==> config.mk <==
export PLATFORM = sky130hd
export DESIGN_NAME = ram_system
export DESIGN_NICKNAME = d
export VERILOG_FILES = /design/src/rtl/ram_system_pkg.sv /design/src/rtl/ram_system_seg7.sv /design/src/rtl/ram_system.sv
export SDC_FILE = /design/constraint.sdc
export NUM_CORES = 1
export LEC_CHECK = 0
export CAP_MARGIN = 20
export CORE_UTILIZATION = 38
export CTS_CLUSTER_SIZE = 12
export DETAILED_ROUTE_END_ITERATION = 8
export GPL_TIMING_DRIVEN = 0
export PLACE_DENSITY_LB_ADDON = 0.12
export SYNTH_ARGS = -nofsm -noshare
export SYNTH_HDL_FRONTEND = slang
export SYNTH_SLANG_ARGS = --single-unit
==> constraint.sdc <==
create_clock -name clk -period 6.35 [get_ports clk]
set_input_delay 0.635 -clock clk [delete_from_list [all_inputs] [get_ports clk]]
set_output_delay 0.635 -clock clk [all_outputs]
set_load 0.01 [all_outputs]
==> src/rtl/ram_system_pkg.sv <==
// Shared widths and the seven-segment code table for the RAM demo system.
package ram_system_pkg;

    localparam int ADDR_W = 5;
    localparam int DATA_W = 4;
    localparam int DEPTH  = 32;

    // Active-low segment images, bit order {g,f,e,d,c,b,a}, indexed by hex digit.
    localparam logic [6:0] SEG7_TABLE [16] = '{
        7'b1000000,  // 0
        7'b1111001,  // 1
        7'b0100100,  // 2
        7'b0110000,  // 3
        7'b0011001,  // 4
        7'b0010010,  // 5
        7'b0000010,  // 6
        7'b1111000,  // 7
        7'b0000000,  // 8
        7'b0010000,  // 9
        7'b0001000,  // A
        7'b0000011,  // b
        7'b1000110,  // C
        7'b0100001,  // d
        7'b0000110,  // E
        7'b0001110   // F
    };

endpackage

==> src/rtl/ram_system_seg7.sv <==
// Combinational hex digit to active-low seven-segment decoder.
module seg7
    import ram_system_pkg::*;
(
    input  logic [3:0] digit_i,
    output logic [6:0] seg_o
);

    assign seg_o = SEG7_TABLE[digit_i];

endmodule

==> src/rtl/ram_system.sv <==
// 32 x 4 register-array RAM with registered inputs, registered read data
// and seven-segment images of address, write data and read data.
module ram_system
    import ram_system_pkg::*;
(
    input  logic              clk,
    input  logic              reset,
    input  logic              wr_en,
    input  logic [ADDR_W-1:0] addr,
    input  logic [DATA_W-1:0] wr_data,
    output logic [6:0]        addrHEX1,
    output logic [6:0]        addrHEX0,
    output logic [6:0]        wrHEX,
    output logic [6:0]        reHEX
);

    logic [ADDR_W-1:0] addr_q;
    logic [DATA_W-1:0] data_q;
    logic              we_q;
    logic [DATA_W-1:0] rd_q;
    logic [DATA_W-1:0] mem_q [DEPTH];
    logic [DATA_W-1:0] mem_d [DEPTH];

    // Next memory image: the registered write request lands one edge after capture.
    always_comb begin
        mem_d = mem_q;
        if (we_q) begin
            mem_d[addr_q] = data_q;
        end
    end

    // Input stage, memory update and read register; reset clears everything
    // and drops any write still pending in we_q.
    always_ff @(posedge clk) begin
        if (reset) begin
            addr_q <= '0;
            data_q <= '0;
            we_q   <= 1'b0;
            rd_q   <= '0;
            for (int i = 0; i < DEPTH; i++) begin
                mem_q[i] <= '0;
            end
        end else begin
            addr_q <= addr;
            data_q <= wr_data;
            we_q   <= wr_en;
            rd_q   <= mem_q[addr_q];  // old contents on a same-edge write
            mem_q  <= mem_d;
        end
    end

    seg7 u_seg_addr1 (.digit_i({3'b000, addr_q[4]}), .seg_o(addrHEX1));
    seg7 u_seg_addr0 (.digit_i(addr_q[3:0]),         .seg_o(addrHEX0));
    seg7 u_seg_wr    (.digit_i(data_q),              .seg_o(wrHEX));
    seg7 u_seg_rd    (.digit_i(rd_q),                .seg_o(reHEX));

endmodule

==> results by group <==
Clock tree
  • H-tree level count: 4
  • Clock Sinks: 142
  • Clk Latency, worst-skew pair: 0.43 ns
  • Post-cts resize count: 0
  • Inserted Clock Buffers: 17
  • Setup Buffers After CTS: 0
  • Cts hold-fix bufs: 0
  • CTS max path bufs: 2
  • Clock root buffer: clkbuf_16
  • CTS tree: done
  • CTS clk-pin slew, worst paths: 0.06 ns

Detailed routing
  • ANT nets after route: 0
  • Initial DRC count: 371
  • Post-DR wirelength/cell: 19.58 µm
  • DRT Pass-1 Iters: 7
  • Drt total wl: 21380 µm
  • Vias/cell: 5.513
  • Drt drc: 1
  • DR vias: 6020

Pwr
  • VDD IR max: 0.1780 mV
  • Leakage power: 3.278 nW
  • PD cells: 246.3 mW/mm²

Min path
  • Hold Startpoint: mem_q[64]$_SDFFE_PP0P_
  • Min-Delay Path Class: reg2reg

Yosys
  • Cell count after synthesis: 795
  • Synth top area cells: dfxtp_1, mux2i_1, nor2_1
  • Dominant cell type by area after synthesis: dfxtp_1
  • Yosys cell types: 37
  • Sequential share of the synthesized area: 0.3976
  • Top cell type's share of synthesized area: 0.3976
  • Synth Warn #: 0
  • Synthesis-stage register bit count: 142
  • Syn Area/Cell: 8.994 µm²
  • Synthesized area: 0.007151 mm²

STA
  • Setup violators final: 0
  • Actual slew at the worst max-slew pin: 0.7995 ns
  • FMAX: 250.5 MHz
  • WHS: 0.4731 ns
  • Unrepaired setup endpoints after global routing: false
  • Tmin final: 3.992 ns
  • Final hold violations: 0
  • Fin crit share: 0.6287
  • Final Max Slew Viols: 0
  • Max-slew headroom: 0.4670
  • Clock Skews: 0.009365 ns
  • Sum Neg Setup Slack: 0 ns

Setup path
  • Crit path max-delay family: buffers and inverters
  • CP Launch Point: data_q[1]$_SDFF_PP0_
  • CP endpoint kind: primary output
  • WP buf/inv: 5
  • Critical Path Fanout Max: 10
  • CP arrival: 3.36 ns
  • Critical path, cell by cell: clkbuf_1 > clkbuf_1 > inv_1 > ha_1 > inv_1 > mux4_2 > clkdlybuf4s50_1
  • Slowest cell on crit path: clkbuf_1
  • Data required, critical path: 5.71 ns
  • Largest stage delay, worst path: 0.58 ns
  • Crit start category: flop
  • Reg-to-reg startpoint: addr_q[1]$_SDFF_PP0_
  • WS Path Type: reg2out

Placed design
  • Final HPWL DP: 15800 µm
  • GP Congestion: 0.8472
  • # port buffers: 35

Global route
  • Initial antenna violation count: 0
  • Largest net degree at the start of global routing: 17
  • GRT Util Overall: 0.2294
  • Vias in the first global route: 6096
  • GRT Residual Overflow: 0
  • First-pass GRT wire length: 33730 µm

Final layout
  • Layout area overhead: 16.99%
  • Fin nets: 881
  • Commonest non-fill, non-tap cells in the layout: mux2i_1, dfxtp_1, nor2_1, nand2_1, a21oi_1
  • Number of diodes: 0
  • Share of post-route cells with drive strength above 1: 0.09849
  • Fillers: 1757
  • Most common cell after layout, fill and taps aside: mux2i_1

Floorplan
  • Starting Density: 0.3927
  • Core ar.: 0.01821 mm²
  • Chip height: 139.2 µm
  • I/O pin total: 40
  • Die W: 139.2 µm
  • Die Area: 0.01937 mm²
  • Rows: 49

Status
  • Failing checks: design-rule violations
  • Status: complete, but fails checks

Job
  • Max cap viols: 0
worst register-to-register path, cell delays in order (launching register included):
cell and delay [ns]:
dfxtp_1 0.37, buf_2 0.15, buf_6 0.17, buf_2 0.35
inv_1 0.16, ha_1 0.20, buf_2 0.19, nand2_1 0.39
clkbuf_1 0.49, o21ai_0 0.18, a21oi_1 0.16
synth_stat cells, drive strengths merged:
cell	n
buf	33
nor2	105
nand2b	1
a21oi	57
a32o	3
o22ai	32
conb	2
o31ai	1
or4	1
mux4	3
nor2b	12
nor4	8
nand3b	4
nand4	5
or4b	4
ha	19
a22o	2
nor3	5
nor3b	2
nand4b	4
inv	9
nand4bb	6
nand3	13
mux2	3
a211oi	2
nand2	63
clkbuf	44
o21ai	54
dfxtp	142
mux2i	156
layer usage:
layer,GRT usage,vias to the layer above,wire [µm],share of wire
met1,0.2926,2918,9442,0.44
li1,-,2900,-,-
met3,0.05076,24,1298,0.061
met5,0,-,0,0
met4,0.06433,0,313,0.015
met2,0.3881,178,10330,0.48
layout make-up:
type	instances	area, µm²	area share
multi-input cells	568	3908	0.4671
flip-flops and latches	142	2843	0.3398
clock buffers	17	425.4	0.05085
plain buffers	77	370.4	0.04427
repair buffers	35	350.3	0.04188
well taps	229	286.5	0.03425
clock inverters	15	148.9	0.01780
inverters	9	33.78	0.004038
power breakdown:
part           internal [W]  switching [W]  leakage [nW]  total, W
Combinational     0.0000675       0.000112          1.85  0.000179
Clock              0.000552       0.000427         0.284  0.000980
Sequential         0.000896     0.00000554          1.15  0.000901
Total               0.00152       0.000545          3.28   0.00206
through the flow:
step | total power [W] | std cells | area [µm²] | setup slack (ns) | utilization
floorplan | 0.001030 | 796 | 7154 | 3.893 | -
global placement | 0.001097 | 1060 | 7791 | 2.908 | 0.4279
detailed placement | 0.001100 | 1060 | 7791 | 2.878 | 0.4279
CTS | 0.002075 | 1092 | 8366 | 2.396 | 0.4594
global route | 0.002135 | 1092 | 8366 | 2.235 | 0.4594
finish | 0.002060 | 1092 | 8366 | 2.358 | 0.4594
state kept, by name, summed over array words and instances (netlist names):
register	flops
addr_q	5
rd_q	4
mem_q	128
data_q	4
we_q	1
cell families (layout without fill, tap and decap cells):
logic type | Yosys count | count (layout) | share of synthesized area
adder cells (fa/ha/maj) | 19 | 19 | 0.03325
AO/OA/AOI/OAI | 151 | 151 | 0.1155
buffers and inverters | 86 | 153 | 0.05652
flip-flops | 142 | 142 | 0.3976
multiplexers | 162 | 162 | 0.2325
other | 2 | 3 | 0.001050
AND/OR/NAND/NOR | 233 | 233 | 0.1636
final timing paths:
path / to / slack, ns / depth (start not counted)
max: wrHEX[3] / 2.36 / 7
min: mem_q[64]$_SDFFE_PP0P_ / 0.47 / 2
max reg2reg: mem_q[10]$_SDFFE_PP0P_ / 3.46 / 10
min reg2reg: mem_q[64]$_SDFFE_PP0P_ / 0.47 / 2
No activity file was read; power rests on OpenSTA's default activity.
